==> src/rtl/ldo_trim_pkg.sv <==
// Shared definitions for the LDO trim sequencer.
// Holds the Wishbone register word offsets, the CTRL/STATUS bit positions,
// the sequencer state type and the index-to-one-hot helper.
package ldo_trim_pkg;

  // Register word offsets (byte address bits [7:2]).
  localparam logic [5:0] WORD_CTRL    = 6'd0;
  localparam logic [5:0] WORD_STATUS  = 6'd1;
  localparam logic [5:0] WORD_TARGET0 = 6'd2;  // CUR_0 follows the NUM_CH targets

  // CTRL / STATUS bit positions.
  localparam int CTRL_ENABLE_BIT   = 0;
  localparam int CTRL_IRQ_EN_BIT   = 1;
  localparam int CTRL_STEP_DIV_LSB = 16;
  localparam int STATUS_DONE_BIT   = 8;

  // Widest trim bus the helper below can encode.
  localparam int ONEHOT_MAX_W = 256;

  typedef enum logic {
    IDLE = 1'b0,
    RUN  = 1'b1
  } seq_state_t;

  // One-hot vector with bit idx set; callers cast down to their trim width.
  function automatic logic [ONEHOT_MAX_W-1:0] onehot_idx(input int unsigned idx);
    logic [ONEHOT_MAX_W-1:0] one;
    one = ONEHOT_MAX_W'(1);
    return one << idx;
  endfunction

endpackage

==> src/rtl/ldo_trim_chan.sv <==
// One LDO trim channel: target and current index registers, a one-position
// up/down stepper and the registered one-hot trim encoder.
// Ports:
//   clk, rst_n     clock, asynchronous active-low reset
//   tick           step enable from the shared divider
//   tgt_we         target write strobe, tgt_wdata the new target index
//   tgt, cur       target and current index (register readback)
//   busy           registered cur != tgt
//   busy_nxt       value busy takes on the next edge (lets the sequencer
//                  finish on the same edge as the last step)
//   trim           registered one-hot of cur
module ldo_trim_chan
  import ldo_trim_pkg::*;
#(
  parameter int TRIM_W    = 16,
  parameter int IDX_W     = 4,
  parameter int RESET_IDX = 8
) (
  input  logic              clk,
  input  logic              rst_n,
  input  logic              tick,
  input  logic              tgt_we,
  input  logic [IDX_W-1:0]  tgt_wdata,
  output logic [IDX_W-1:0]  tgt,
  output logic [IDX_W-1:0]  cur,
  output logic              busy,
  output logic              busy_nxt,
  output logic [TRIM_W-1:0] trim
);

  localparam logic [IDX_W-1:0]  IDX_RST  = IDX_W'(RESET_IDX);
  localparam logic [TRIM_W-1:0] TRIM_RST = TRIM_W'(onehot_idx(RESET_IDX));

  logic [IDX_W-1:0]  tgt_d;
  logic [IDX_W-1:0]  cur_d;
  logic [TRIM_W-1:0] trim_d;

  // The step direction uses the registered target, so a retarget acked
  // mid-interval is seen at the next tick.
  always_comb begin
    tgt_d = tgt_we ? tgt_wdata : tgt;
    cur_d = cur;
    if (tick && busy) begin
      if (tgt > cur) cur_d = cur + IDX_W'(1);
      else           cur_d = cur - IDX_W'(1);
    end
    busy_nxt = (cur_d != tgt_d);
    trim_d   = TRIM_W'(onehot_idx(32'(cur_d)));
  end

  always_ff @(posedge clk or negedge rst_n) begin
    if (!rst_n) begin
      tgt  <= IDX_RST;
      cur  <= IDX_RST;
      busy <= 1'b0;
      trim <= TRIM_RST;
    end else begin
      tgt  <= tgt_d;
      cur  <= cur_d;
      busy <= busy_nxt;
      trim <= trim_d;
    end
  end

endmodule

==> src/rtl/ldo_trim_ctrl.sv <==
// Wishbone-programmable trim sequencer for the fullldom LDO instances.
// Each channel ramps its one-hot trim one position per (step_div + 1) cycles
// toward a software target; done/irq flag the end of a complete ramp.
// Ports:
//   wb_clk_i, wb_rst_ni    clock, asynchronous active-low reset
//   wbs_*                  Wishbone classic slave (adr[7:2] decoded)
//   trim_o                 one-hot trim, channel c at [c*TRIM_W +: TRIM_W]
//   busy_o                 per-channel cur != target
//   irq_o                  level interrupt, done & irq_en
//   seq_state_o            sequencer state (debug observation)
//
// Handshake: a request is taken on an edge where cyc & stb & !ack; ack is
// high for exactly the following cycle and the write / read data update on
// that same edge. While ack is high no new request is taken, so ack is
// always low for at least one cycle between transfers.
module ldo_trim_ctrl
  import ldo_trim_pkg::*;
#(
  parameter int NUM_CH    = 3,
  parameter int TRIM_W    = 16,
  parameter int RESET_IDX = 8
) (
  input  logic                     wb_clk_i,
  input  logic                     wb_rst_ni,
  input  logic                     wbs_cyc_i,
  input  logic                     wbs_stb_i,
  input  logic                     wbs_we_i,
  input  logic [3:0]               wbs_sel_i,
  input  logic [31:0]              wbs_adr_i,
  input  logic [31:0]              wbs_dat_i,
  output logic                     wbs_ack_o,
  output logic [31:0]              wbs_dat_o,
  output logic [NUM_CH*TRIM_W-1:0] trim_o,
  output logic [NUM_CH-1:0]        busy_o,
  output logic                     irq_o,
  output seq_state_t               seq_state_o
);

  localparam int         IDX_W     = $clog2(TRIM_W);
  localparam logic [5:0] WORD_CUR0 = WORD_TARGET0 + 6'(NUM_CH);

  logic              ack_q;
  logic [31:0]       dat_q;
  logic              enable_q, irq_en_q, done_q, irq_q;
  logic              enable_d, irq_en_d, done_d, done_set;
  logic [15:0]       step_div_q, step_div_d;
  logic [15:0]       cnt_q, cnt_d;
  seq_state_t        state_q, state_d;
  logic              tick;
  logic              wb_req, wb_wr;
  logic [5:0]        word;
  logic [31:0]       rdata;
  logic [NUM_CH-1:0] busy, busy_nxt, tgt_we;
  logic [IDX_W-1:0]  tgt [NUM_CH];
  logic [IDX_W-1:0]  cur [NUM_CH];
  logic              unused_bits;

  assign wb_req      = wbs_cyc_i & wbs_stb_i & ~ack_q;
  assign wb_wr       = wb_req & wbs_we_i;
  assign word        = wbs_adr_i[7:2];
  assign unused_bits = ^{wbs_adr_i, wbs_dat_i};

  // CTRL write with byte-lane enables.
  always_comb begin
    enable_d   = enable_q;
    irq_en_d   = irq_en_q;
    step_div_d = step_div_q;
    if (wb_wr && word == WORD_CTRL) begin
      if (wbs_sel_i[0]) begin
        enable_d = wbs_dat_i[CTRL_ENABLE_BIT];
        irq_en_d = wbs_dat_i[CTRL_IRQ_EN_BIT];
      end
      if (wbs_sel_i[2]) step_div_d[7:0]  = wbs_dat_i[CTRL_STEP_DIV_LSB +: 8];
      if (wbs_sel_i[3]) step_div_d[15:8] = wbs_dat_i[CTRL_STEP_DIV_LSB+8 +: 8];
    end
  end

  // done: W1C from software, but a completion in the same cycle wins.
  always_comb begin
    done_d = done_q;
    if (wb_wr && word == WORD_STATUS && wbs_sel_i[1] && wbs_dat_i[STATUS_DONE_BIT])
      done_d = 1'b0;
    if (done_set)
      done_d = 1'b1;
  end

  always_comb begin
    for (int c = 0; c < NUM_CH; c++)
      tgt_we[c] = wb_wr && wbs_sel_i[0] && (word == WORD_TARGET0 + 6'(c));
  end

  // Read mux; unmapped words read zero.
  always_comb begin
    rdata = '0;
    if (word == WORD_CTRL) begin
      rdata[CTRL_STEP_DIV_LSB +: 16] = step_div_q;
      rdata[CTRL_IRQ_EN_BIT]         = irq_en_q;
      rdata[CTRL_ENABLE_BIT]         = enable_q;
    end else if (word == WORD_STATUS) begin
      rdata[NUM_CH-1:0]      = busy;
      rdata[STATUS_DONE_BIT] = done_q;
    end
    for (int c = 0; c < NUM_CH; c++) begin
      if (word == WORD_TARGET0 + 6'(c)) rdata[IDX_W-1:0] = tgt[c];
      if (word == WORD_CUR0 + 6'(c))    rdata[IDX_W-1:0] = cur[c];
    end
  end

  // >= rather than == so lowering step_div below the running count
  // fires at once instead of wrapping the 16-bit counter.
  assign tick = (state_q == RUN) && enable_q && (cnt_q >= step_div_q);

  // Sequencer. Completion is judged on busy_nxt so that done, irq and the
  // return to IDLE land on the same edge as the final step.
  always_comb begin
    state_d  = state_q;
    cnt_d    = cnt_q;
    done_set = 1'b0;
    case (state_q)
      IDLE: begin
        if (enable_q && (|busy)) begin
          state_d = RUN;
          cnt_d   = '0;
        end
      end
      RUN: begin
        if (!enable_q) begin
          state_d = IDLE;
          cnt_d   = '0;
        end else begin
          if (tick) cnt_d = '0;
          else      cnt_d = cnt_q + 16'd1;
          if (!(|busy_nxt)) begin
            state_d  = IDLE;
            cnt_d    = '0;
            done_set = 1'b1;
          end
        end
      end
      default: begin
        state_d = IDLE;
        cnt_d   = '0;
      end
    endcase
  end

  always_ff @(posedge wb_clk_i or negedge wb_rst_ni) begin
    if (!wb_rst_ni) begin
      ack_q      <= 1'b0;
      dat_q      <= '0;
      enable_q   <= 1'b0;
      irq_en_q   <= 1'b0;
      step_div_q <= '0;
      done_q     <= 1'b0;
      irq_q      <= 1'b0;
      state_q    <= IDLE;
      cnt_q      <= '0;
    end else begin
      ack_q      <= wb_req;
      if (wb_req) dat_q <= rdata;
      enable_q   <= enable_d;
      irq_en_q   <= irq_en_d;
      step_div_q <= step_div_d;
      done_q     <= done_d;
      irq_q      <= done_d & irq_en_d;
      state_q    <= state_d;
      cnt_q      <= cnt_d;
    end
  end

  for (genvar c = 0; c < NUM_CH; c++) begin : g_ch
    ldo_trim_chan #(
      .TRIM_W    (TRIM_W),
      .IDX_W     (IDX_W),
      .RESET_IDX (RESET_IDX)
    ) u_chan (
      .clk       (wb_clk_i),
      .rst_n     (wb_rst_ni),
      .tick      (tick),
      .tgt_we    (tgt_we[c]),
      .tgt_wdata (wbs_dat_i[IDX_W-1:0]),
      .tgt       (tgt[c]),
      .cur       (cur[c]),
      .busy      (busy[c]),
      .busy_nxt  (busy_nxt[c]),
      .trim      (trim_o[c*TRIM_W +: TRIM_W])
    );
  end

  assign wbs_ack_o   = ack_q;
  assign wbs_dat_o   = dat_q;
  assign busy_o      = busy;
  assign irq_o       = irq_q;
  assign seq_state_o = state_q;

endmodule

==> config.mk <==
export PLATFORM = sky130hd
export DESIGN_NAME = ldo_trim_ctrl
export DESIGN_NICKNAME = d
export VERILOG_FILES = /design/src/rtl/ldo_trim_pkg.sv /design/src/rtl/ldo_trim_chan.sv /design/src/rtl/ldo_trim_ctrl.sv
export SDC_FILE = /design/constraint.sdc
export NUM_CORES = 1
export LEC_CHECK = 0
export ABC_AREA = 1
export CAP_MARGIN = 20
export CELL_PAD_IN_SITES_DETAIL_PLACEMENT = 1
export CELL_PAD_IN_SITES_GLOBAL_PLACEMENT = 1
export CORE_ASPECT_RATIO = 1.2
export CORE_MARGIN = 2
export CORE_UTILIZATION = 41
export CTS_BUF_LIST = sky130_fd_sc_hd__clkbuf_16
export CTS_CLUSTER_SIZE = 25
export DETAILED_ROUTE_END_ITERATION = 10
export HOLD_SLACK_MARGIN = 0.03
export PLACE_DENSITY_LB_ADDON = 0.1
export SETUP_SLACK_MARGIN = 0.5
export SLEW_MARGIN = 20
export SYNTH_ARGS = -nofsm -noshare
export SYNTH_HDL_FRONTEND = slang
export SYNTH_SLANG_ARGS = --single-unit
==> constraint.sdc <==
create_clock -name wb_clk_i -period 4.54 [get_ports wb_clk_i]
set_input_delay 1.362 -clock wb_clk_i [delete_from_list [all_inputs] [get_ports wb_clk_i]]
set_output_delay 1.362 -clock wb_clk_i [all_outputs]
set_load 0.005 [all_outputs]
==> Yosys cells after proc, flatten, opt, wreduce, memory -nomap -nowiden <==
Cells that the tools add are included.
{ "classes": {"n_addsub": 7, "order_cmp": 4, "eq_ne": 11, "shifts": 3, "muxes": 37, "bitwise_logic": 6, "n_reduce_logical": 20} }
{ "ops": {"columns": ["cell", "n"], "rows": [
  ["two-way mux 16 bit", 5],
  ["two-way mux 4 bit", 15],
  ["left shift 1 x 4 -> 16 bit (first input constant)", 3],
  ["one-hot mux 16 bit (2 select lines)", 1],
  ["equality test 6 x 3 -> 1 bit (second input constant)", 4],
  ["adder 16 x 1 -> 16 bit (second input constant)", 1],
  ["greater-or-equal comparator 16 bit", 1],
  ["logical AND 1 bit", 14],
  ["two-way mux 1 bit", 13],
  ["adder 4 x 1 -> 4 bit (second input constant)", 3],
  ["equality test 6 x 2 -> 1 bit (second input constant)", 2],
  ["greater-than comparator 4 bit", 3],
  ["!= test 4 bit", 3],
  ["subtractor 4 x 1 -> 4 bit (second input constant)", 3],
  ["equality test 6 x 1 -> 1 bit (second input constant)", 1],
  ["logical NOT 6 bit", 1],
  ["AND reduction 2 bit", 3],
  ["OR reduction 3 bit", 2],
  ["AND 1 bit", 4],
  ["two-way mux 3 bit", 1],
  ["two-way mux 2 bit", 1],
  ["!= test 2 bit (second input constant)", 1],
  ["NOT 1 bit", 2],
  ["one-hot mux 1 bit (2 select lines)", 1]
]} }
{ "word_totals": {"regBits": 134, "in_bits": 73, "out_inout_bits": 86, "wordCells": 110} }

==> Logic depth before layout (Yosys ltp) <==
Gate-level depths: netlist of the first run.
{ "depth": {"ltp_word": 13, "depth_mapped": 26, "depth_no_buf": 25} }

==> Hierarchy <==
A second synthesis of the first run with hierarchy kept.
{ "unflattened": {"cells_unflattened": 833, "hier_area_um2": 7058.0} }
{ "by_module_without_submodules": {"columns": ["mod", "n_inst", "cells_each", "area_per_inst_um2", "seq_area_each_um2"], "rows": [
  ["ldo_trim_ctrl", 1, 470, 3601.0, 1476.4],
  ["ldo_trim_chan", 3, 121, 1152.4, 629.4]
]} }

==> Worst setup path after synthesis of the first run <==
OpenSTA, ideal clock, no wires.
{ "synth_path": {"path_kind": "flip-flop to flip-flop", "start": "register g_ch[0].u_chan.cur[3]", "end": "register cnt_q[13]", "setup_ps": 117, "t_arrival_ps": 2909, "t_required_ps": 4423, "path_slack_ps": 1514, "stages_incl_launch_ff": 25, "n_path_buf": 1, "period_less_slack_ps": 3026, "cell_sequence": "dfstp_2 -> inv_1 -> ha_1 -> nand2_1 -> o21bai_1 -> nand2_1 -> o21ai_0 -> ha_1 -> a21oi_1 -> nand3_1 -> nand2_1 -> inv_1 -> nand2_1 -> nand2_1 -> inv_1 -> nand4_1 -> nand3_1 -> nand2_1 -> nor2_4 -> nand2_4 -> nor2_8 -> nand2_4 -> buf_6 -> nand3_2 -> nand2_1"} }
{ "synth_between": {"elab_chain_cells": 8, "elab_cells_between_ends": 10, "cone_classes": "add/sub: 2; order compare: 1; eq/ne: 1; mux: 5; reduce/logical: 1"} }
{ "synth_rtl": {"columns": ["element", "line_no", "source"], "rows": [
  ["start, declared", "ldo_trim_chan.sv:25", "output logic [IDX_W-1:0] cur,"],
  ["start signal, assigned", "ldo_trim_chan.sv:59", "cur <= cur_d;"],
  ["subtractor 4 x 1 -> 4 bit (tied with other cells)", "ldo_trim_chan.sv:45", "else cur_d = cur - IDX_W'(1);"],
  ["two-way mux 4 bit", "ldo_trim_chan.sv:44", "if (tgt > cur) cur_d = cur + IDX_W'(1);"],
  ["two-way mux 4 bit *", "ldo_trim_chan.sv:43", "if (tick && busy) begin"],
  ["!= test 4 bit *", "ldo_trim_chan.sv:47", "busy_nxt = (cur_d != tgt_d);"],
  ["net g_ch[0].u_chan.busy_nxt", "ldo_trim_chan.sv:27", "output logic busy_nxt,"],
  ["OR reduction 3 bit *", "ldo_trim_ctrl.sv:133", "if (!(|busy_nxt)) begin"],
  ["two-way mux 16 bit *", "ldo_trim_ctrl.sv:133", null],
  ["two-way mux 16 bit *", "ldo_trim_ctrl.sv:127", "if (!enable_q) begin"],
  ["one-hot mux 16 bit (2 select lines) *", "ldo_trim_ctrl.sv:119", "case (state_q)"],
  ["end signal, assigned", "ldo_trim_ctrl.sv:167", "cnt_q <= cnt_d;"],
  ["end, declared", "ldo_trim_ctrl.sv:47", "logic [15:0] cnt_q, cnt_d;"]
]} }
The timed path passes the listed nets; every way through them passes the cells marked *.
A chain may end at the register's enable or synchronous reset.

==> Worst setup path in the final report of the first run <==
{ "layout_path": {"start": "register g_ch[0].u_chan.cur[3]", "end": "register state_q (netlist: seq_state_o)"} }
{ "layout_between": {"elab_chain_cells": 8, "elab_cells_between_ends": 10, "cone_classes": "add/sub: 2; order compare: 1; eq/ne: 1; mux: 5; reduce/logical: 1"} }
{ "layout_rtl": {"columns": ["element", "line_no", "source"], "rows": [
  ["subtractor 4 x 1 -> 4 bit (tied with other cells)", "ldo_trim_chan.sv:45", null],
  ["two-way mux 4 bit", "ldo_trim_chan.sv:44", null],
  ["two-way mux 4 bit *", "ldo_trim_chan.sv:43", null],
  ["!= test 4 bit *", "ldo_trim_chan.sv:47", null],
  ["net g_ch[0].u_chan.busy_nxt", "ldo_trim_chan.sv:27", null],
  ["OR reduction 3 bit *", "ldo_trim_ctrl.sv:133", null],
  ["two-way mux 1 bit *", "ldo_trim_ctrl.sv:133", null],
  ["two-way mux 1 bit *", "ldo_trim_ctrl.sv:127", null],
  ["one-hot mux 1 bit (2 select lines) *", "ldo_trim_ctrl.sv:119", null],
  ["net state_d", "ldo_trim_ctrl.sv:48", "seq_state_t state_q, state_d;"],
  ["end signal, assigned", "ldo_trim_ctrl.sv:166", "state_q <= state_d;"],
  ["end, declared", "ldo_trim_ctrl.sv:48", null]
]} }
Marks and branches as above.

==> results summary, run 1 <==
The run finished with clean final reports. The critical path goes through inv_1 -> ha_1 -> nand2_1 -> o21bai_1 -> nand2_1 -> o21ai_0 -> ha_1 -> a21oi_1 -> nand3_1 -> nand2_1 -> inv_1 -> nand2_1 -> nand2_1 -> inv_1 -> nand4_1 -> nand3_1 -> nand2_1 -> nor2_4 -> nand2_4 -> nor2_8 -> nand2_4 -> nand2_1 -> o21ai_0. The total number of H-tree levels is 4. The global route total overflow is 0.

The reg-to-reg critical path endpoint is seq_state_o$_DFF_PN0_. The arrival time of data at the critical path endpoint came out at between 3 and 4 ns. TritonCTS built the clock tree.

The first global-routing pass estimated around 33 mm of wire. The buffer cell driving the clock tree root is sky130_fd_sc_hd__clkbuf_16. Among all flip-flop cells after synthesis, the most frequent one is sky130_fd_sc_hd__dfrtp_1. Following the worst setup path forward leads to its endpoint at seq_state_o$_DFF_PN0_. The critical path required time is approximately 4.8 ns.

Counting flops with an async set or reset pin after synthesis yields a share of 100%. The share of total power consumed by net switching came out at around 28%. The iteration count of the initial detailed-routing pass came out at 4. The area overhead of the layout relative to synthesis came out at 25.1%. The transition time at the pin with the least slew margin came out at between 0.7 and 0.8 ns.

The distinct cell type count of the synthesized netlist is 51. The portion of total power attributed to the clock network is a little under half. The peak supply drop came out at 0.257 mV. In this run the tool buffered the top-level ports with 110 buffer cells. The via count of the first global-routing pass is 6581.

The wire length per cell came out at 17.1 µm. The maximum fanout encountered on the critical timing path is 17. The final hold violation count came to 0. Timing would allow up to around 290 MHz. The worst hold path passes through 2 cells. The overall global routing resource usage is ~22%. The number of instances resized during post-cts repair came out at 0. Tracing the worst setup path back leads to its startpoint at g_ch[0].u_chan.cur[3]$_DFF_PN1_.

The reg2reg setup slack came out at roughly 1.1 ns. STA classifies the critical path startpoint as a flop. The library cell used most frequently in the layout, excluding fill and tap cells, is sky130_fd_sc_hd__nand2_1. The startpoint identified for the worst register-to-register timing path is g_ch[0].u_chan.cur[3]$_DFF_PN1_.

The DRC violations left is 0. The post-route minimum period came out at between 3 and 4 ns. The insertion delay of the later-clocked pin in the worst-skew pair is ~0.43 ns. The cell depth of the worst setup path is 23. Counting flops and latches in the post-synthesis netlist gives roughly 130.

The number of fillers in the final layout is 2058. The worst pin sits at a relative slew slack of about half. The number of nets in the layout is approximately 1100. The net switching power is roughly 0.85 mW. The weighted congestion at the end of routability-driven global placement came out at around 0.9. The post-synthesis instance total is 833.

Summed over all layers, the routed wires come to 20.1 mm. Entering global routing, the biggest net connects 77 pins. The count of final setup violators came out at 0. The post-route clock skew came out at approximately 0.011 ns. The worst setup path is captured at a flop. In this run the static leakage power is between 4 and 5 nW.

The combinational share of power came out at roughly 12%. The initial antenna violation count is 0. The number of clock sinks came out at around 130. From left edge to right edge, the die measures between 100 and 150 µm.

The top-level I/O count came out at approximately 160. The number of antenna cells inserted is 0. The post-route clock period utilization is about three quarters.

The peak per-stage delay on the critical path came out at between 0.5 and 0.6 ns. The count of pins over their slew limit is 0. Counting cells, the worst reg-to-reg path comes to 23.

The number of buffers added by the clock tree synthesis step is 17. The internal power came out at around 2.2 mW. The via total after detailed routing is roughly 6100. The number of standard-cell rows in the floorplan is 53. The total negative slack is 0 ns.

The total of hold buffers inserted after clock tree synthesis is 0. After layout, the design draws a total of just over 3 mW. Broken down by cell family, the worst path's largest delay share belongs to simple AND/OR/NAND/NOR gates. The register share of total power came out at about 43%.

The total core area is approximately 18000 µm². Counting along the longest clock path gives a buffer depth of 2. Counting flops with a built-in enable in the synthesized netlist gives 0. The detailed router finished its first iteration with roughly 240 violations. The most prevalent standard cell on the critical path is sky130_fd_sc_hd__nand2_1. Post-CTS timing repair inserted 0 buffers for setup. The netlist area before placement is ~7300 µm². In the final layout, the multi-input gates occupy 3370 µm². A synthesized cell averages 8.78 µm². Setup repair after global routing left no endpoint under its margin. The critical path is of the reg -> reg type. Leaving out fill and tap cells, the most frequent cells in the layout are sky130_fd_sc_hd__nand2_1, sky130_fd_sc_hd__dfrtp_1, sky130_fd_sc_hd__clkdlybuf4s50_1. For this design, the slowest cell found on the critical path is sky130_fd_sc_hd__dfstp_2. The remaining number of nets flagged by the antenna check after routing came out at 0. The per-cell via count in the routed design came out at 5.17. The area of the die came out at approximately 19000 µm².

The share of post-route cells with drive strength above 1 came out at approximately 14%. The die height came out at 150 µm. The total buffers and inverters traversed by the critical path came out at 3. Dividing total power by cell area gives a power density of 331 nW/µm². Summing all flip-flop and latch instances after layout gives about 3400 µm². The count of warnings emitted by yosys came out at 0. The tightest min-delay check is of the reg -> reg type. The sequential area share after synthesis is between 40% and 50%. The tool flagged a number of max-cap violations equal to 0. The clock-pin slew on the worst setup and hold paths came out at about 0.06 ns. The HPWL reported at the end of detailed placement is around 15 mm. The starting density of the core came out at 41.8%.
sequential cells by signal, indices dropped and copies added, names as in the netlist:
| register | cells |
|---|---|
| irq_en_q | 1 |
| g_ch.u_chan.tgt | 12 |
| g_ch.u_chan.cur | 12 |
| wbs_ack_o | 1 |
| step_div_q | 16 |
| g_ch.u_chan.busy | 3 |
| g_ch.u_chan.trim | 48 |
| enable_q | 1 |
| wbs_dat_o | 21 |
| seq_state_o | 1 |
| cnt_q | 16 |
| irq_o | 1 |
| done_q | 1 |
kinds of logic (layout without fill, tap and decap cells):
family | after synthesis | count (layout) | synth area share (%)
adders and majority gates | 38 | 38 | 6.81
xor gates and xnor gates | 11 | 11 | 1.32
other | 1 | 11 | 0.0513
AOI/OAI and AO/OA | 96 | 96 | 8.28
DFF | 134 | 134 | 46.0
and+or+nand+nor | 412 | 412 | 29.1
buffers and inverters | 141 | 256 | 8.48
area by class of cell:
cell class,count,area share [%]
Sequential cell,134,36.8
Clock buffer,17,4.65
Clock inverter,15,1.70
Multi-Input combinational cell,568,36.9
Tap cell,220,3.01
Timing Repair Buffer,115,12.5
Inverter,109,4.58
Yosys cell counts (3+ instances only):
library cell | instances | area, µm²
sky130_fd_sc_hd__dfstp_2 | 9 | 236
sky130_fd_sc_hd__nor3_1 | 20 | 100
sky130_fd_sc_hd__nor2_2 | 4 | 25.0
sky130_fd_sc_hd__xnor2_1 | 4 | 35.0
sky130_fd_sc_hd__o22ai_1 | 3 | 18.8
sky130_fd_sc_hd__nand4_1 | 15 | 93.8
sky130_fd_sc_hd__o21ai_1 | 6 | 30.0
sky130_fd_sc_hd__fa_1 | 3 | 60.1
sky130_fd_sc_hd__nand3_1 | 49 | 245
sky130_fd_sc_hd__nor2_4 | 8 | 90.1
sky130_fd_sc_hd__dfrtp_1 | 125 | 3130
sky130_fd_sc_hd__a221oi_1 | 4 | 35.0
sky130_fd_sc_hd__a21oi_1 | 35 | 175
sky130_fd_sc_hd__nor3b_1 | 4 | 30.0
sky130_fd_sc_hd__o21ai_2 | 9 | 78.8
sky130_fd_sc_hd__o31ai_1 | 16 | 120
sky130_fd_sc_hd__a31oi_1 | 4 | 25.0
sky130_fd_sc_hd__nand2_4 | 9 | 101
sky130_fd_sc_hd__inv_2 | 13 | 48.8
sky130_fd_sc_hd__clkbuf_1 | 10 | 37.5
sky130_fd_sc_hd__buf_4 | 15 | 113
sky130_fd_sc_hd__inv_1 | 92 | 345
sky130_fd_sc_hd__buf_2 | 5 | 25.0
sky130_fd_sc_hd__nand2_2 | 19 | 119
sky130_fd_sc_hd__nor2_1 | 81 | 304
sky130_fd_sc_hd__nand3_4 | 4 | 70.1
sky130_fd_sc_hd__xor2_1 | 7 | 61.3
sky130_fd_sc_hd__ha_1 | 35 | 438
sky130_fd_sc_hd__o21ai_0 | 12 | 60.1
sky130_fd_sc_hd__nand2_1 | 174 | 653
sky130_fd_sc_hd__nand3_2 | 12 | 120
worst register-to-register path, delay by kind of cell, from the launching register on:
kind,cells,cell delay (ns)
adders and majority gates,2,0.67
AOI/OAI and AO/OA,4,0.60
DFF,1,0.54
and+or+nand+nor,14,1.35
buffers and inverters,3,0.20
power groups by stage:
| stage | Combinational [mW] | Clock, mW | Sequential, mW |
|---|---|---|---|
| after global placement | 0.347 | 0 | 1.30 |
| after detailed placement | 0.370 | 0 | 1.31 |
| after global routing | 0.418 | 1.45 | 1.29 |
| after floorplan | 0.232 | 0 | 1.29 |
| after CTS | 0.373 | 1.40 | 1.28 |
| final | 0.367 | 1.38 | 1.29 |
layer usage:
metal	vias to the layer above	part of all wire [%]	routed length [µm]	global-route usage, %
li1	2906	-	-	-
met1	3040	43	8750	27.3
met2	118	52	10400	39.1
met3	25	3.3	655	3.80
met4	0	1.6	329	7.31
met5	-	0	0	0
how the worst min path moves through the flow:
stage | end | from
floorplan | wbs_dat_o[8]$_DFFE_PN0P_ | done_q$_DFF_PN0_
global placement | wbs_dat_o[29]$_DFFE_PN0P_ | wbs_dat_o[29]$_DFFE_PN0P_
CTS | wbs_dat_o[26]$_DFFE_PN0P_ | wbs_dat_o[26]$_DFFE_PN0P_
detailed placement | wbs_dat_o[26]$_DFFE_PN0P_ | wbs_dat_o[26]$_DFFE_PN0P_
finish | wbs_dat_o[16]$_DFFE_PN0P_ | wbs_dat_o[16]$_DFFE_PN0P_
global route | wbs_dat_o[28]$_DFFE_PN0P_ | wbs_dat_o[28]$_DFFE_PN0P_
stage by stage:
step                      setup slack [ns]  instances  cell area [µm²]  hold WS [ns]  util [%]
after detailed placement             0.596       1146             8570         0.477      48.9
after floorplan                       1.51        843             7350         0.465         -
final                                 1.05       1178             9150         0.488      52.3
after global placement               0.748       1146             8570         0.467      48.9
after global routing                 0.679       1178             9150         0.515      52.3
after CTS                             1.03       1178             9150         0.491      52.2
Power figures use the tool's default switching activity.
==> run 2, diff against run 1 <==
--- a/config.mk
+++ b/config.mk
@@ -11,7 +11,7 @@
 export CELL_PAD_IN_SITES_GLOBAL_PLACEMENT = 1
 export CORE_ASPECT_RATIO = 1.2
 export CORE_MARGIN = 2
-export CORE_UTILIZATION = 41
+export CORE_UTILIZATION = 38
 export CTS_BUF_LIST = sky130_fd_sc_hd__clkbuf_16
 export CTS_CLUSTER_SIZE = 25
 export DETAILED_ROUTE_END_ITERATION = 10
==> constraint.sdc (replaced) <==
create_clock -name wb_clk_i -period 3.4 [get_ports wb_clk_i]
set_input_delay 1.02 -clock wb_clk_i [delete_from_list [all_inputs] [get_ports wb_clk_i]]
set_output_delay 1.02 -clock wb_clk_i [all_outputs]
set_load 0.005 [all_outputs]
==> run 2 against run 1 <==
Compared with the run above: count of clock-buffer cells in the layout stayed put; highest routed layer unchanged; sequential share of layout area is 2.7 points lower; critical path depth is 1 higher; cell area is 7.9% higher; wire length is 5.2% higher; first-iteration DRC count is 16% lower; combinational power is 48% higher; die area is 7.7% higher; global-route usage is 0.43 points lower.
==> results summary, run 2 (synthesis results as in run 1) <==
The post-route clock period utilization came out at between 90% and 100%. The tree is rooted in a sky130_fd_sc_hd__clkbuf_16. The total leakage power is around 4.7 nW.

The clock-pin slew on the worst setup and hold paths came out at 0.06 ns. The pin count of the biggest net entering global routing came out at 58. The count of pins over their slew limit is 0. The CTS tree is done.

The initial antenna violation count is 0. The post-route clock skew came out at approximately 0.0093 ns. The overall global routing resource usage is 21.6%. After global routing the overflow that remains totals 0. The number of flip-flops under the largest register name came out at 48. After floorplanning, the core was sized to cover approximately 19000 µm². For this run, the number of standard cells in the final layout without fillers is about 1200. In this run the critical register-to-register path is captured at cnt_q[9]$_DFFE_PN0P_. For this run, design rule violations remaining after detail routing come to 0. The share of post-route cells with drive strength above 1 is 23.5%. The most prevalent standard cell on the critical path is sky130_fd_sc_hd__nand2_2. The transition time at the pin with the least slew margin is 0.717 ns.

The worst pin sits at a relative slew slack of 52.2%. The starting density of the core came out at between 30% and 40%. The slowest stage of the critical path belongs to the cell sky130_fd_sc_hd__dfstp_2. CTS built an H-tree with a depth of 4. The critical path is of the reg -> reg type. Setup violations remaining at the end of the flow were counted as 0. The overall power of the completed layout is about 4.2 mW.

In this run the worst hold path is classified as reg -> reg. The remaining number of nets flagged by the antenna check after routing came out at 0. In this design, the stage delay of the slowest critical-path cell is between 0.5 and 0.6 ns.

The final route contains ~6300 vias. In the final timing run, aggregate negative setup slack is 0 ns. The wire length per cell came out at between 15 and 20 µm.

The via count of the first global-routing pass came out at between 6000 and 7000. The top-level I/O count came out at between 150 and 200. TritonCTS created 17 clock buffers.

The register containing the most flip-flops in the final layout is g_ch.u_chan.trim. The final cell utilization of the core is 52.4%. The number of placed instances, taps included, is approximately 1200. The number of antenna diodes in the final layout is 0.

The per-cell via count in the routed design came out at around 5.0. The area of the die came out at 20400 µm². The die extent in x is between 100 and 150 µm. The post-route minimum period came out at between 3 and 4 ns.

The worst reg-to-reg path cell count came out at 24. Data arrives at the worst endpoint at between 3 and 4 ns. The worst hold path terminates at wbs_dat_o[31]$_DFFE_PN0P_. The congestion estimate from routability-driven global placement came to around 0.9. The insertion delay of the later-clocked pin in the worst-skew pair came out at between 0.4 and 0.5 ns.

The power density over the cells came out at ~420 nW/µm². The max-cap check violation count came out at 0. The start point of the worst hold path is wbs_dat_o[31]$_DFFE_PN0P_. The count of buffers from port buffering came out at 110. The first global-routing pass estimated approximately 34 mm of wire.

After the first detailed-routing iteration, the DRC count stood at between 200 and 250. The number of standard-cell rows in the floorplan came out at 55. The library cell used most frequently in the layout, excluding fill and tap cells, is sky130_fd_sc_hd__nand2_1. The wire length reported by the detailed router came out at 21.2 mm. Setup repair after global routing could not meet its margin everywhere.

The critical path endpoint category is a flop. The maximum fanout encountered on the critical timing path is 8. The critical path goes through inv_4 -> ha_4 -> nand2_4 -> inv_2 -> nand2_2 -> nand2_2 -> o21ai_4 -> ha_4 -> a21oi_4 -> nand3_1 -> nand2_2 -> inv_2 -> nand2_1 -> nand2_1 -> inv_1 -> nand4_1 -> nand3_1 -> nand2_2 -> nor2_4 -> nand2_4 -> nor2_8 -> nand2_8 -> nand3_2 -> nand2_1. The area overhead of the layout relative to synthesis came out at 35.0%. The reg2reg setup slack came out at about 0.20 ns. The HPWL reported at the end of detailed placement is between 15 and 20 mm.

The iteration count of the initial detailed-routing pass came out at 4. VDD sags by at most 0.327 mV. The number of stages on the worst hold path is 2. The highest clock frequency the design can meet came out at about 310 MHz. The critical path required time came out at between 3 and 4 ns. The number of nets in the layout came out at approximately 1100. The run finished with clean final reports. The clock passes through at most 2 buffers. The library cells used most frequently in the layout, excluding fill and tap cells, are sky130_fd_sc_hd__nand2_1, sky130_fd_sc_hd__dfrtp_1, sky130_fd_sc_hd__clkdlybuf4s50_1. In this run the critical register-to-register path is launched from g_ch[1].u_chan.cur[3]$_DFF_PN1_.

The tree built by TritonCTS fans out to around 130 sinks. The final hold violation count is 0. The worst setup path is launched from a flop. The die height is between 150 and 200 µm.
==> run 2: changes by cell type in the layout (fill, tap and decap cells not counted), moves of 10 or more <==
cell	before	now
sky130_fd_sc_hd__inv_1	93	83
sky130_fd_sc_hd__buf_4	5	35
sky130_fd_sc_hd__nand2_1	174	153
sky130_fd_sc_hd__nand2_2	19	36
==> run 2: how the worst max path moves through the flow <==
stage | start | end | slack, ns | cells after the start
floorplan | g_ch[0].u_chan.cur[3]$_DFF_PN1_ | cnt_q[13]$_DFFE_PN0P_ | 0.48 | 24
global placement | wbs_adr_i[7] | seq_state_o$_DFF_PN0_ | 0.06 | 17
detailed placement | wbs_adr_i[7] | seq_state_o$_DFF_PN0_ | -0.06 | 17
CTS | g_ch[0].u_chan.cur[3]$_DFF_PN1_ | cnt_q[14]$_DFFE_PN0P_ | 0.22 | 24
global route | g_ch[0].u_chan.cur[3]$_DFF_PN1_ | cnt_q[5]$_DFFE_PN0P_ | 0.04 | 24
finish | g_ch[1].u_chan.cur[3]$_DFF_PN1_ | cnt_q[9]$_DFFE_PN0P_ | 0.20 | 24
==> run 2: metrics by stage <==
stage	setup WS [ns]	hold WS [ns]	instance area, µm²
final	0.203	0.477	9880
after global routing	0.0420	0.514	9880
after CTS	0.219	0.484	9570
after detailed placement	-0.0645	0.469	8730
after global placement	0.0604	0.463	8730
after floorplan	0.475	0.465	7390
==> run 2: report_power, final <==
part	switching [mW]	internal, mW	leakage, nW	total [mW]
Combinational	0.337	0.205	2.79	0.542
Sequential	0.0640	1.65	1.65	1.71
Clock	0.749	1.16	0.293	1.91
==> run 2: critical path, delay by kind of cell (launching register included) <==
family,cells,cell delay (ns)
AOI/OAI and AO/OA,2,0.22
buffers and inverters,4,0.19
adders and majority gates,2,0.54
and+or+nand+nor,16,1.54
DFF,1,0.56
==> run 2: routing by layer <==
metal  vias up  GRT usage (%)  part of all wire [%]
li1       2989              -                     -
met1      3157           25.0                    40
met2        99           39.9                    54
met3        28           4.05                   3.2
met4         0           6.69                   2.1
met5         -              0                     0
==> run 2: layout make-up <==
| type | count | area, µm² |
|---|---|---|
| clock buffers | 17 | 425 |
| clock inverters | 15 | 181 |
| fillers | 2198 | 8980 |
| inverters | 109 | 427 |
| multi-input cells | 570 | 3750 |
| flip-flops and latches | 134 | 3370 |
| well taps | 256 | 320 |
| repair buffers | 147 | 1410 |
==> run 2: what timing repair did <==
action / in CTS / in global routing
buffers inserted: 7 / 15
pin swaps: 22 / 28
setup endpoints to repair: 32 / 61
gates resized for setup: 25 / 49
endpoints found under the hold margin: 0 / 0
hold buffers: 0 / 0
cloned: 2 / 0
==> run 3, diff against run 2 <==
==> constraint.sdc (replaced) <==
create_clock -name wb_clk_i -period 3.07 [get_ports wb_clk_i]
set_input_delay 0.921 -clock wb_clk_i [delete_from_list [all_inputs] [get_ports wb_clk_i]]
set_output_delay 0.921 -clock wb_clk_i [all_outputs]
set_load 0.005 [all_outputs]
==> run 3 against run 2 <==
Compared with the run above: the run now ends with negative setup slack left; cell area rose by 11%; via count rose by 4.1%; first-iteration DRC count rose by 36%; clock skew rose by 0.0094 ns; hold slack got worse by 0.0031 ns.
==> results summary, run 3 (synthesis results as in run 1) <==
The per-cell via count in the routed design came out at 5.04. The number of antenna cells inserted is 0. The startpoint identified for the worst register-to-register timing path is g_ch[0].u_chan.cur[3]$_DFF_PN1_. The wire length reported by the detailed router came out at 23.8 mm. The power density over the cells came out at ~420 nW/µm². The starting density of the core came out at roughly two fifths. The total of hold buffers inserted after clock tree synthesis came out at 0. From synthesis to final layout, the design area changed by 50.0%. In this run the standard cell core region covers around 19000 µm².

The final reports fail on negative setup slack. Headroom to the max-slew limit came out at 41.8%. The post-route clock skew came out at roughly 0.019 ns. The die height is 156 µm. In this run, the number of DRC markers left after iteration 0 of detailed routing was about 280. Excluding fillers, the count of instances in the completed layout stands at ~1300.

The via total after detailed routing came out at roughly 6500. Entering global routing, the biggest net connects 64 pins. The remaining number of nets flagged by the antenna check after routing came out at 0. The critical path endpoint category is a flop.

The via count of the first global-routing pass came to 7284. Setup repair after global routing could not meet its margin everywhere. The H-tree was split into 4 levels. The worst register-to-register path ends at irq_o$_DFF_PN0_. The number of cells on the worst reg-to-reg path is 22.

In this run, placement finished with an instance count of between 1000 and 1500. Global routing consumed, over all layers together, 23.4% of the routing resources. The number of clock sinks is 134.

Leaving out fill and tap cells, the most frequent cell in the layout is sky130_fd_sc_hd__nand2_1. The buffer depth of the longest clock path is 2. The weighted congestion at the end of routability-driven global placement is between 0.8 and 0.9.

Once routing completed, OpenROAD measured the worst setup slack at -0.265 ns. The number of clock buffers added by TritonCTS is 17. The max-cap check violation count came out at 0. Measured on the finished design, the core utilization comes to between 50% and 60%. The run finished, with violations left. More flip-flops sit in one register than any other, and that register is g_ch.u_chan.trim. The share of post-route cells with drive strength above 1 came out at between 30% and 40%.

The total leakage power came out at just over 5 nW. The count of pins over their slew limit came out at 0. The number of flip-flops under the largest register name came out at 48.

The die extent in x came out at around 130 µm. For this design the top-level I/O count stands at between 150 and 200. Input and output buffers added on the ports amount to 110.

For the worst setup path, the data arrival time is ~3.7 ns. In this run the worst path has a maximum fanout of 4. The total overflow left after global routing is 0. Dividing the final minimum period by the clock period gives 109%. The worst hold path belongs to the class in -> async.

The highest clock frequency the design can meet came out at 300 MHz. The first-pass GRT wire length came out at between 30 and 40 mm. After clock tree synthesis, the clock-pin slew on the worst setup and hold paths is about 0.06 ns.

The worst setup path category is reg -> reg. The root buffer cell chosen for the clock tree is sky130_fd_sc_hd__clkbuf_16. The wire length per cell is 18.3 µm. The number of standard-cell rows in the floorplan came out at 55. In the layout the commonest cells are sky130_fd_sc_hd__nand2_1, sky130_fd_sc_hd__dfrtp_1, sky130_fd_sc_hd__clkdlybuf4s50_1. The number of nets in the layout is around 1100.

The area of the die came out at 20400 µm². Clock latency on the worst-skew pair, taken at its later pin, is 0.43 ns. The iteration count of the initial detailed-routing pass came out at 4. For the pin with the worst max-slew slack, the measured transition is between 0.8 and 0.9 ns. Across all register-to-register paths, the minimum setup slack is -0.26 ns. The HPWL reported at the end of detailed placement came out at between 15 and 20 mm.

The peak supply drop is 0.391 mV. The final hold violation count came out at 0. STA classifies the critical path startpoint as a flop. The post-route minimum period came out at between 3 and 4 ns.

Setup violations remaining at the end of the flow were counted as 19. The initial antenna violation count came out at 0. The DRC violations left is 0. The critical path required time came out at 3.41 ns. TritonCTS built the clock tree.
run 3: final cells by class:
class / instances / area (µm²)
flip-flops and latches: 134 / 3360
well taps: 256 / 320
inverters: 109 / 454
clock buffers: 17 / 425
multi-input cells: 570 / 4330
fillers: 2102 / 7880
repair buffers: 195 / 1890
clock inverters: 15 / 180
run 3: power breakdown:
part	internal [mW]	switching, mW
Clock	1.28	0.824
Combinational	0.257	0.385
Sequential	1.83	0.0730
run 3: metal layers:
| layer | vias to the layer above | global-route usage [%] | share of wire, % |
|---|---|---|---|
| li1 | 3085 | - | - |
| met1 | 3311 | 27.8 | 40 |
| met2 | 106 | 42.6 | 55 |
| met3 | 31 | 3.84 | 2.8 |
| met4 | 0 | 7.85 | 1.7 |
| met5 | - | 0 | 0 |
run 3: stage by stage:
step / hold WS, ns / TNS (ns) / setup slack (ns) / area [µm²] / total power, mW
after CTS: 0.489 / -2.28 / -0.143 / 10300 / 4.66
final: 0.474 / -4.60 / -0.265 / 11000 / 4.65
after global placement: 0.468 / -1.69 / -0.112 / 9080 / 2.48
after global routing: 0.509 / -8.21 / -0.410 / 11000 / 4.83
after floorplan: 0.465 / 0 / 0.145 / 7390 / 2.26
after detailed placement: 0.475 / -3.66 / -0.231 / 9080 / 2.52
run 3: how the worst max path moves through the flow:
stage | startpoint | endpoint | slack [ns] | cells past startpoint
global placement | wbs_adr_i[7] | cnt_q[1]$_DFFE_PN0P_ | -0.11 | 15
finish | g_ch[0].u_chan.cur[3]$_DFF_PN1_ | irq_o$_DFF_PN0_ | -0.26 | 22
CTS | g_ch[0].u_chan.cur[3]$_DFF_PN1_ | irq_o$_DFF_PN0_ | -0.14 | 23
detailed placement | g_ch[0].u_chan.cur[3]$_DFF_PN1_ | cnt_q[1]$_DFFE_PN0P_ | -0.23 | 23
floorplan | g_ch[0].u_chan.cur[3]$_DFF_PN1_ | cnt_q[13]$_DFFE_PN0P_ | 0.15 | 24
global route | g_ch[0].u_chan.cur[3]$_DFF_PN1_ | cnt_q[8]$_DFFE_PN0P_ | -0.41 | 24
run 3: repair_timing:
action,4_1_cts,5_1_grt
resized for setup,112,133
setup endpoints to repair,75,96
buffers inserted,14,10
gates cloned,2,1
pin swaps,59,31
hold endpoints to repair,0,0
run 3: worst max-delay path, cell delays in order, from the launching register on:
cell                       delay (ns)
sky130_fd_sc_hd__dfstp_2         0.56
sky130_fd_sc_hd__inv_2           0.06
sky130_fd_sc_hd__ha_4            0.28
sky130_fd_sc_hd__nand2_4         0.05
sky130_fd_sc_hd__o21bai_4        0.17
sky130_fd_sc_hd__nand2_2         0.09
sky130_fd_sc_hd__o21ai_4         0.09
sky130_fd_sc_hd__ha_4            0.27
sky130_fd_sc_hd__a21oi_4         0.16
sky130_fd_sc_hd__nand2_2         0.07
sky130_fd_sc_hd__nand2_2         0.07
sky130_fd_sc_hd__nand2_2         0.07
sky130_fd_sc_hd__nand2_1         0.09
sky130_fd_sc_hd__nand2_2         0.07
sky130_fd_sc_hd__inv_2           0.06
sky130_fd_sc_hd__nand4_1         0.15
sky130_fd_sc_hd__nand3_1         0.15
sky130_fd_sc_hd__nand2_2         0.08
sky130_fd_sc_hd__nor2_4          0.12
sky130_fd_sc_hd__nand2_4         0.08
sky130_fd_sc_hd__nor2_8          0.21
sky130_fd_sc_hd__nand3_2         0.14
sky130_fd_sc_hd__a21oi_2         0.15
